<file path="src/rtl/exp_taylor_unit.sv">
// exp_taylor_unit: fixed-point e^x by an iterative Taylor series, one term per cycle.
// Optional build macro EXP_NEG_CLAMP_EN forces y=0 when x is below CLAMP_X at accept.
`default_nettype none

module exp_taylor_unit #(
    parameter int DATA_WIDTH = 8,
    parameter int FRAC_BITS  = 4,
    parameter int N_TERMS    = 7,
    parameter int ACC_WIDTH  = DATA_WIDTH + 6,
    parameter int RECIP_BITS = 16,
    parameter int CLAMP_X    = -4
) (
    input  logic                  clk,
    input  logic                  rst,
    input  logic                  in_valid,
    output logic                  in_ready,
    input  logic [DATA_WIDTH-1:0] x,
    output logic                  out_valid,
    input  logic                  out_ready,
    output logic [DATA_WIDTH-1:0] y,
    output logic                  ovf
);

    localparam int c_PW = ACC_WIDTH + DATA_WIDTH;
    localparam int c_RW = RECIP_BITS + 2;
    localparam int c_QW = c_PW + c_RW;
    localparam int c_CLAMP_LIM = CLAMP_X * (2 ** FRAC_BITS);
    localparam logic [3:0] c_KLAST = 4'(N_TERMS - 1);
    localparam logic signed [ACC_WIDTH-1:0] c_ONE = ACC_WIDTH'(1 << FRAC_BITS);
    localparam logic signed [ACC_WIDTH-1:0] c_AMAX = {1'b0, {(ACC_WIDTH-1){1'b1}}};
    localparam logic signed [ACC_WIDTH-1:0] c_AMIN = {1'b1, {(ACC_WIDTH-1){1'b0}}};
    localparam logic signed [c_QW-1:0] c_QMAX = {{(c_QW-ACC_WIDTH+1){1'b0}}, {(ACC_WIDTH-1){1'b1}}};
    localparam logic signed [c_QW-1:0] c_QMIN = {{(c_QW-ACC_WIDTH+1){1'b1}}, {(ACC_WIDTH-1){1'b0}}};
`ifdef EXP_NEG_CLAMP_EN
    localparam bit c_CLAMP_EN = 1'b1;
`else
    localparam bit c_CLAMP_EN = 1'b0;
`endif

    typedef enum logic [1:0] {
        S_IDLE = 2'd0,
        S_CALC = 2'd1,
        S_DONE = 2'd2
    } state_t;

    // round(2^RECIP_BITS / k) for k in 1..N_TERMS-1, zero elsewhere
    function automatic logic [RECIP_BITS:0] f_recip(input int k);
        longint num;
        if (k < 1 || k >= N_TERMS) return '0;
        num = (longint'(1) << RECIP_BITS) + longint'(k / 2);
        return (RECIP_BITS+1)'(num / longint'(k));
    endfunction

    state_t                        r_state, w_state_n;
    logic signed [DATA_WIDTH-1:0]  r_x;
    logic signed [ACC_WIDTH-1:0]   r_term, r_acc;
    logic [3:0]                    r_k;
    logic                          r_ovf_int, r_clamp;
    logic [DATA_WIDTH-1:0]         r_y;
    logic                          r_ovf;

    logic [RECIP_BITS:0]           w_recip [0:15];
    logic signed [c_PW-1:0]        w_term_ext, w_x_ext, w_prod1, w_p;
    logic signed [c_QW-1:0]        w_p_ext, w_recip_ext, w_prod2, w_tn_raw;
    logic                          w_tn_sat;
    logic signed [ACC_WIDTH-1:0]   w_tn, w_acc_n;
    logic signed [ACC_WIDTH:0]     w_sum;
    logic                          w_sum_sat, w_ovf_int_n;
    logic                          w_res_neg, w_res_big, w_clamp_hit;
    logic [DATA_WIDTH-1:0]         w_y_n;
    logic                          w_ovf_n;

    for (genvar gk = 0; gk < 16; gk++) begin : g_recip
        assign w_recip[gk] = f_recip(gk);
    end

    // term_n = ((term * x) >>> FRAC_BITS) * (1/k) >>> RECIP_BITS, full precision before saturation
    assign w_term_ext  = {{DATA_WIDTH{r_term[ACC_WIDTH-1]}}, r_term};
    assign w_x_ext     = {{ACC_WIDTH{r_x[DATA_WIDTH-1]}}, r_x};
    assign w_prod1     = w_term_ext * w_x_ext;
    assign w_p         = w_prod1 >>> FRAC_BITS;
    assign w_p_ext     = {{c_RW{w_p[c_PW-1]}}, w_p};
    assign w_recip_ext = {{(c_QW-RECIP_BITS-1){1'b0}}, w_recip[r_k]};
    assign w_prod2     = w_p_ext * w_recip_ext;
    assign w_tn_raw    = w_prod2 >>> RECIP_BITS;

    assign w_tn_sat = (w_tn_raw > c_QMAX) || (w_tn_raw < c_QMIN);
    assign w_tn     = w_tn_sat ? (w_tn_raw[c_QW-1] ? c_AMIN : c_AMAX)
                               : w_tn_raw[ACC_WIDTH-1:0];

    assign w_sum     = {r_acc[ACC_WIDTH-1], r_acc} + {w_tn[ACC_WIDTH-1], w_tn};
    assign w_sum_sat = w_sum[ACC_WIDTH] != w_sum[ACC_WIDTH-1];
    assign w_acc_n   = w_sum_sat ? (w_sum[ACC_WIDTH] ? c_AMIN : c_AMAX)
                                 : w_sum[ACC_WIDTH-1:0];
    assign w_ovf_int_n = r_ovf_int | w_tn_sat | w_sum_sat;

    assign w_res_neg   = w_acc_n[ACC_WIDTH-1];
    assign w_res_big   = !w_res_neg && (|w_acc_n[ACC_WIDTH-2:DATA_WIDTH]);
    assign w_clamp_hit = c_CLAMP_EN && (int'($signed(x)) < c_CLAMP_LIM);

    always_comb begin
        w_y_n   = w_acc_n[DATA_WIDTH-1:0];
        w_ovf_n = w_ovf_int_n;
        if (r_clamp || w_res_neg) begin
            w_y_n   = '0;
            w_ovf_n = 1'b0;
        end else if (w_res_big) begin
            w_y_n   = '1;
            w_ovf_n = 1'b1;
        end
    end

    always_comb begin
        w_state_n = r_state;
        case (r_state)
            S_IDLE:  if (in_valid)       w_state_n = S_CALC;
            S_CALC:  if (r_k == c_KLAST) w_state_n = S_DONE;
            S_DONE:  if (out_ready)      w_state_n = S_IDLE;
            default:                     w_state_n = S_IDLE;
        endcase
    end

    always_ff @(posedge clk) begin
        if (rst) r_state <= S_IDLE;
        else     r_state <= w_state_n;
    end

    always_ff @(posedge clk) begin
        if (rst) begin
            r_x       <= '0;
            r_term    <= '0;
            r_acc     <= '0;
            r_k       <= '0;
            r_ovf_int <= 1'b0;
            r_clamp   <= 1'b0;
            r_y       <= '0;
            r_ovf     <= 1'b0;
        end else begin
            case (r_state)
                S_IDLE: if (in_valid) begin
                    r_x       <= $signed(x);
                    r_term    <= c_ONE;
                    r_acc     <= c_ONE;
                    r_k       <= 4'd1;
                    r_ovf_int <= 1'b0;
                    r_clamp   <= w_clamp_hit;
                end
                S_CALC: begin
                    r_term    <= w_tn;
                    r_acc     <= w_acc_n;
                    r_k       <= r_k + 4'd1;
                    r_ovf_int <= w_ovf_int_n;
                    if (r_k == c_KLAST) begin
                        r_y   <= w_y_n;
                        r_ovf <= w_ovf_n;
                    end
                end
                default: ;
            endcase
        end
    end

    assign in_ready  = (r_state == S_IDLE);
    assign out_valid = (r_state == S_DONE);
    assign y         = r_y;
    assign ovf       = r_ovf;

endmodule

`default_nettype wire

</file>
<file path="config.mk">
export PLATFORM = sky130hd
export DESIGN_NAME = exp_taylor_unit
export DESIGN_NICKNAME = d
export VERILOG_FILES = /design/src/rtl/exp_taylor_unit.sv
export SDC_FILE = /design/constraint.sdc
export NUM_CORES = 1
export LEC_CHECK = 0
export BUFFER_PORTS_ARGS = -buffer_cell sky130_fd_sc_hd__buf_2
export CAP_MARGIN = 20
export CELL_PAD_IN_SITES_DETAIL_PLACEMENT = 0
export CELL_PAD_IN_SITES_GLOBAL_PLACEMENT = 1
export CORE_MARGIN = 8
export CORE_UTILIZATION = 45
export CTS_BUF_LIST = sky130_fd_sc_hd__clkbuf_8
export DETAILED_ROUTE_END_ITERATION = 10
export PLACE_DENSITY_LB_ADDON = 0.1
export SLEW_MARGIN = 30
export SYNTH_ARGS = -nofsm -noshare
export SYNTH_HDL_FRONTEND = slang
export SYNTH_SLANG_ARGS = --single-unit
</file>
<file path="constraint.sdc">
create_clock -name clk -period 38.8 [get_ports clk]
set_clock_uncertainty 0.05 [all_clocks]
set_input_delay 0 -clock clk [delete_from_list [all_inputs] [get_ports clk]]
set_output_delay 0 -clock clk [all_outputs]
set_load 0.05 [all_outputs]
</file>
* Word level (Yosys, flattened, before mapping) *
Memories as Yosys holds them, arrays and structs flattened.
Index checks and enable logic that the tools add are counted.

cells by class
  multiply operators = 2
  bitwise operators = 3
  magnitude comparators = 3
  mux-type cells = 21
  equality and inequality tests = 7
  add/sub/neg operators = 2
  reductions and logical operators = 10

operators with widths
  cell                    number
  $mux W14                5
  $pmux W14 S2            2
  $mul A18 B18 Y36        1
  $mux W17                2
  $mul A14 B8 Y22         1
  $gt A20 B14 Y1 const B  1
  $lt A20 B14 Y1 const B  1
  $mux W8                 2
  $add A14 B14 Y15        1
  $pmux W4 S2             1
  $mux W2                 3
  $pmux W2 S3             1
  $reduce_and A2 Y1       3
  $ge A5 B5 Y1 const B    1
  $not A4 Y5              1
  $reduce_or A5 Y1        1
  $add A4 B1 Y4 const B   1
  $eq A4 B3 Y1 const B    1
  $mux W4                 1
  $ne A2 B2 Y1 const B    2
  $mux W1                 3
  $reduce_and A3 Y1       1
  $eq A2 B1 Y1 const B    1
  $eq A2 B2 Y1 const B    1
  9 further kinds         10

word-level totals
  ROM bits = 272
  bits in registers = 52
  memories = 1
  logic and storage cells = 57
  input bits = 12

memories
  memory            depth  bits a word  rd ports  clocked after Yosys merged registers in  wr ports  RTL line  source
  (name not given)  16     17           1         0                                        0         83        assign w_recip_ext = {{(c_QW-RECIP_BITS-1){1'b0}}, w_recip[r_k]};

* Logic depth before layout (Yosys ltp) *
  depth in word-level cells = 15
  depth in mapped cells = 59

* Least setup slack after synthesis *
Ideal clock, no wire load.

  path kind = register -> register
  start point = reg r_x[2]
  end point = reg r_y[2] (netlist: y[2])
  setup time = 0.117 ns
  path slack = 25.038 ns
  data arrival time = 13.594 ns
  buffers on the path = 4
  data required time = 38.633 ns
  cell stages (with the launch flop) = 55
  period minus slack after synthesis = 13.762 ns
  path through = dfxtp_1 -> clkbuf_1 -> and2_1 -> fa_1 -> fa_1 -> fa_1 -> inv_1 -> fa_1 -> inv_1 -> ha_1 -> clkbuf_1 -> a21oi_1 -> nor2b_1 -> a41oi_1 -> a31oi_1 -> and4_1 -> a2111oi_2 -> a21oi_2 -> [19 not listed] -> nand2_1 -> o41ai_2 -> nor2_1 -> nor2_1 -> buf_2 -> nor2_1 -> ha_1 -> fa_1 -> nand3_1 -> a21oi_1 -> or3_1 -> a21o_1 -> a211oi_1 -> and3_1 -> o21ai_0 -> a31oi_2 -> nand2_1 -> a32o_1

between the ends
  word-level cells in the longest chain between the ends = 12

RTL lines
  item                                                         RTL line  source
  start, declared                                              55        logic signed [DATA_WIDTH-1:0] r_x;
  start signal, assigned                                       141       r_x <= $signed(x);
  $mul A14 B8 Y22 *                                            80        assign w_prod1 = w_term_ext * w_x_ext;
  $mul A18 B18 Y36 *                                           84        assign w_prod2 = w_p_ext * w_recip_ext;
  $gt A20 B14 Y1 / $lt A20 B14 Y1 (equally long branches)      87        assign w_tn_sat = (w_tn_raw > c_QMAX) || (w_tn_raw < c_QMIN);
  $logic_or A1 B1 Y1                                           87
  $mux W14 *                                                   88        assign w_tn = w_tn_sat ? (w_tn_raw[c_QW-1] ? c_AMIN : c_AMAX)
  $add A14 B14 Y15 *                                           91        assign w_sum = {r_acc[ACC_WIDTH-1], r_acc} + {w_tn[ACC_WIDTH-1], w_tn};
  $mux W14 / $ne A1 B1 Y1 (equally long branches)              93, 92
  $mux W14 *                                                   93        assign w_acc_n = w_sum_sat ? (w_sum[ACC_WIDTH] ? c_AMIN : c_AMAX)
  $reduce_or A5 Y1 / $logic_not A1 Y1 (equally long branches)  98        assign w_res_big = !w_res_neg && (|w_acc_n[ACC_WIDTH-2:DATA_WIDTH]);
  $logic_and A1 B1 Y1                                          98
  $mux W8                                                      107       end else if (w_res_big) begin
  $mux W8 *                                                    104       if (r_clamp || w_res_neg) begin
  end signal, assigned                                         154       r_y <= w_y_n;
  end, declared                                                59        logic [DATA_WIDTH-1:0] r_y;

Every way passes the cells marked *; elsewhere a longest branch is shown, timed or not.
A chain may end at the register's enable or synchronous reset.

* Worst setup path after layout *
  start point = reg r_x[7]
  end point = reg r_ovf_int

between the ends
  word-level cells in the longest chain between the ends = 9

RTL lines
  item                                                     RTL line  source
  $mul A14 B8 Y22 *                                        80
  $mul A18 B18 Y36 *                                       84
  $gt A20 B14 Y1 / $lt A20 B14 Y1 (equally long branches)  87
  $logic_or A1 B1 Y1                                       87
  $mux W14                                                 88
  $add A14 B14 Y15                                         91
  $ne A1 B1 Y1                                             92        assign w_sum_sat = w_sum[ACC_WIDTH] != w_sum[ACC_WIDTH-1];
  $or A1 B1 Y1 *                                           95        assign w_ovf_int_n = r_ovf_int | w_tn_sat | w_sum_sat;
  $pmux W1 S2 *                                            139       case (r_state)
  end signal, assigned                                     152       r_ovf_int <= w_ovf_int_n;
  end, declared                                            58        logic r_ovf_int, r_clamp;

Marks and branches as above.

==> metrics <==
outcome finished, final reports clean; # H-tree levels 2; Die Area 0.0462 mm^2; Synth Flop Type dfxtp_1; Hold Startpoint rst; setup slack at placement 22.90 ns; Buf+Inv Stages, Crit Path 6; Hold Path End r_acc[10]; Pleak 10.1 nW; r2r startpoint r_x[7]; TritonCTS Buffers 5; synth warn 0; Final WS setup 22.89 ns; detailed-route vias per instance 5.13; layout cells sized above 1 3.80%; WS Path Type flop to flop; total congestion overflow 0; Max VDD drop 0.0000268 V; die width 215 um; mean routed wirelength per cell 18.0 um; DRT Wirelength 46.4 mm; Largest stage delay, worst path 0.65 ns; Final ANT Viol Nets 0; Final Setup Violations 0; Cells after Synth 2,052; syn_area_per_cell 8.68 um^2; Async SR Flop Fraction 0%; Mapped Area 0.0178 mm^2; critical path fanouts, max 15; CTS tree done; Final min period 15.91 ns; min-delay worst type input port to flop; Placer Congestion 0.882; deepest clock path buffer count 2; Initial DRC Count 761; switching power 213 uW; initial antenna violation count 0; Slew Limit Fails 0; core area 0.0395 mm^2; vias in the first global route 14,200; sequential fraction of design power 19.6%; Setup TNS Final 0 ns; most common cell after layout, fill and taps aside inv_1; Skew-Pair Late Insertion Delay 0.32 ns; R2R setup slack 22.89 ns; Max Fclk 0.0628 GHz; Max Cap Violations 0; Tcrit/Tclk final 41.0%; Slew headroom 35.2%; crit start category flop; global-route wire length before repair 76.7 mm; Area after DPL 0.0185 mm^2; I/O pin count 23; Clock Sinks 52; RR Endpoint r_ovf_int; Reg clk slew, reported paths 0.11 ns; most frequent CP cell fa_1; Area growth syn-to-layout 4.82%; Max stage delay cell, worst path fa_1; final count of hold timing violations 0; delay-heaviest family, CP adder cells; Worst EP required 38.94 ns; syn nets 2,606; Clk network pwr share 8.4%; post-cts sizing count 0; final net count 2,606; Sw Ratio 54.6%; power after layout 390 uW; Pint 177 uW; # DRC 0; EDFF count, synth 0; pin count of the biggest net entering global routing 40; GRT Overall Usage 20.7%; Slew @ Worst Pin 0.967 ns; clock root buffer clkbuf_8; crit path capture type flop; Setup Fix Bufs, Post-CTS 0; most frequent cells in the layout 539 x inv_1, 387 x fa_1, 188 x nand2_1, 155 x ha_1, 153 x nor2_1; combinational share of power 72.0%; # port buffers 22; Synth Register Bits 52; starting density of the core 45.2%; unrepaired setup endpoints after global routing no; worst reg-to-reg path cell count 49; cell area after layout 0.0187 mm^2; Final HPWL DP 41.1 mm; Hold Crit Depth 2; DRT Pass-1 Iters 5; floorplan row count 73; hold_buf cts 10; number of diodes 0; Synth cell types 75; DR vias 13,200; die height 215 um; Seq/Total Area, Yosys 5.84%; pwr dens 20.9 mW/mm^2; Crit path arrival time 16.06 ns
-- registers in the layout, indices dropped and copies added (netlist names) --
signal     cells
r_acc         14
r_term        14
r_x            8
y              8
r_k            4
r_state        2
ovf            1
r_ovf_int      1
-- power groups by stage --
stage               registers, mW  clock network (mW)  logic [mW]
finish                     0.0766              0.0327       0.281
global route               0.0782              0.0357       0.315
CTS                        0.0766              0.0342       0.283
detailed placement         0.0779                   0       0.279
global placement           0.0776                   0       0.280
floorplan                  0.0685                   0       0.206
-- Yosys cell counts (4+ instances only) --
cell / number / share of area [%]
inv_1: 539 / 11
fa_1: 387 / 43
nand2_1: 188 / 4.0
ha_1: 155 / 11
nor2_1: 154 / 3.2
a21oi_1: 78 / 2.2
and2_1: 70 / 2.5
dfxtp_1: 52 / 5.8
xnor2_1: 48 / 2.4
clkbuf_1: 44 / 0.93
o21ai_0: 36 / 1.0
nor3_1: 34 / 0.95
xor2_1: 29 / 1.4
a21o_1: 27 / 1.1
nand3_1: 23 / 0.65
nand2b_1: 20 / 0.70
a31oi_1: 15 / 0.53
and3_1: 14 / 0.49
or2_2: 12 / 0.42
o21a_1: 10 / 0.42
nor2b_1: 9 / 0.32
a211oi_1: 8 / 0.34
nand4_1: 7 / 0.25
o21ai_1: 7 / 0.20
or3_1: 5 / 0.18
a21oi_2: 4 / 0.20
a311oi_1: 4 / 0.20
a32o_1: 4 / 0.22
o2111ai_1: 4 / 0.20
o211ai_1: 4 / 0.17
o21bai_1: 4 / 0.17
-- per-stage QoR --
stage | instances | hold WS [ns] | utilization (%)
after floorplan | 2052 | 0.0860 | -
after global placement | 2560 | 0.190 | 46.8
after detailed placement | 2560 | 0.198 | 46.9
after CTS | 2578 | 0.180 | 47.3
after global routing | 2578 | 0.220 | 47.3
final | 2578 | 0.176 | 47.3
-- cell type report --
cell class	instances	area [um^2]
Clock buffer	5	68.8
Clock inverter	3	18.8
Fill cell	3957	20800
Inverter	540	2030
Multi-Input combinational cell	1412	14600
Sequential cell	52	1040
Tap cell	525	657
Timing Repair Buffer	41	278
-- layer usage --
| metal | part of all wire (%) | track usage, % |
|---|---|---|
| met5 | 0 | 0 |
| met4 | 2.7 | 5.06 |
| met3 | 3.4 | 1.26 |
| met2 | 50 | 36.5 |
| met1 | 44 | 27.7 |
-- worst max path at each step --
stage	start	cells after the start	slack, ns	endpoint
CTS	r_x[7]	49	22.82	r_ovf_int
global placement	r_x[7]	49	23.22	r_ovf_int
detailed placement	r_x[7]	49	22.90	r_ovf_int
finish	r_x[7]	49	22.89	r_ovf_int
global route	r_x[7]	49	21.66	r_ovf_int
floorplan	r_x[2]	54	25.04	y[2]
-- kinds of logic (layout without fill, tap and decap cells) --
logic type                 Yosys count  count (layout)  share of synthesized area, %
DFF                                 52              52                          5.84
and+or+nand+nor                    549             549                          14.2
adders and majority gates          544             544                          54.5
AOI/OAI and AO/OA                  241             241                          9.13
buffers and inverters              588             589                          12.4
xor gates and xnor gates            78              78                          3.94
Note: power is estimated with default switching activity, not from simulation.
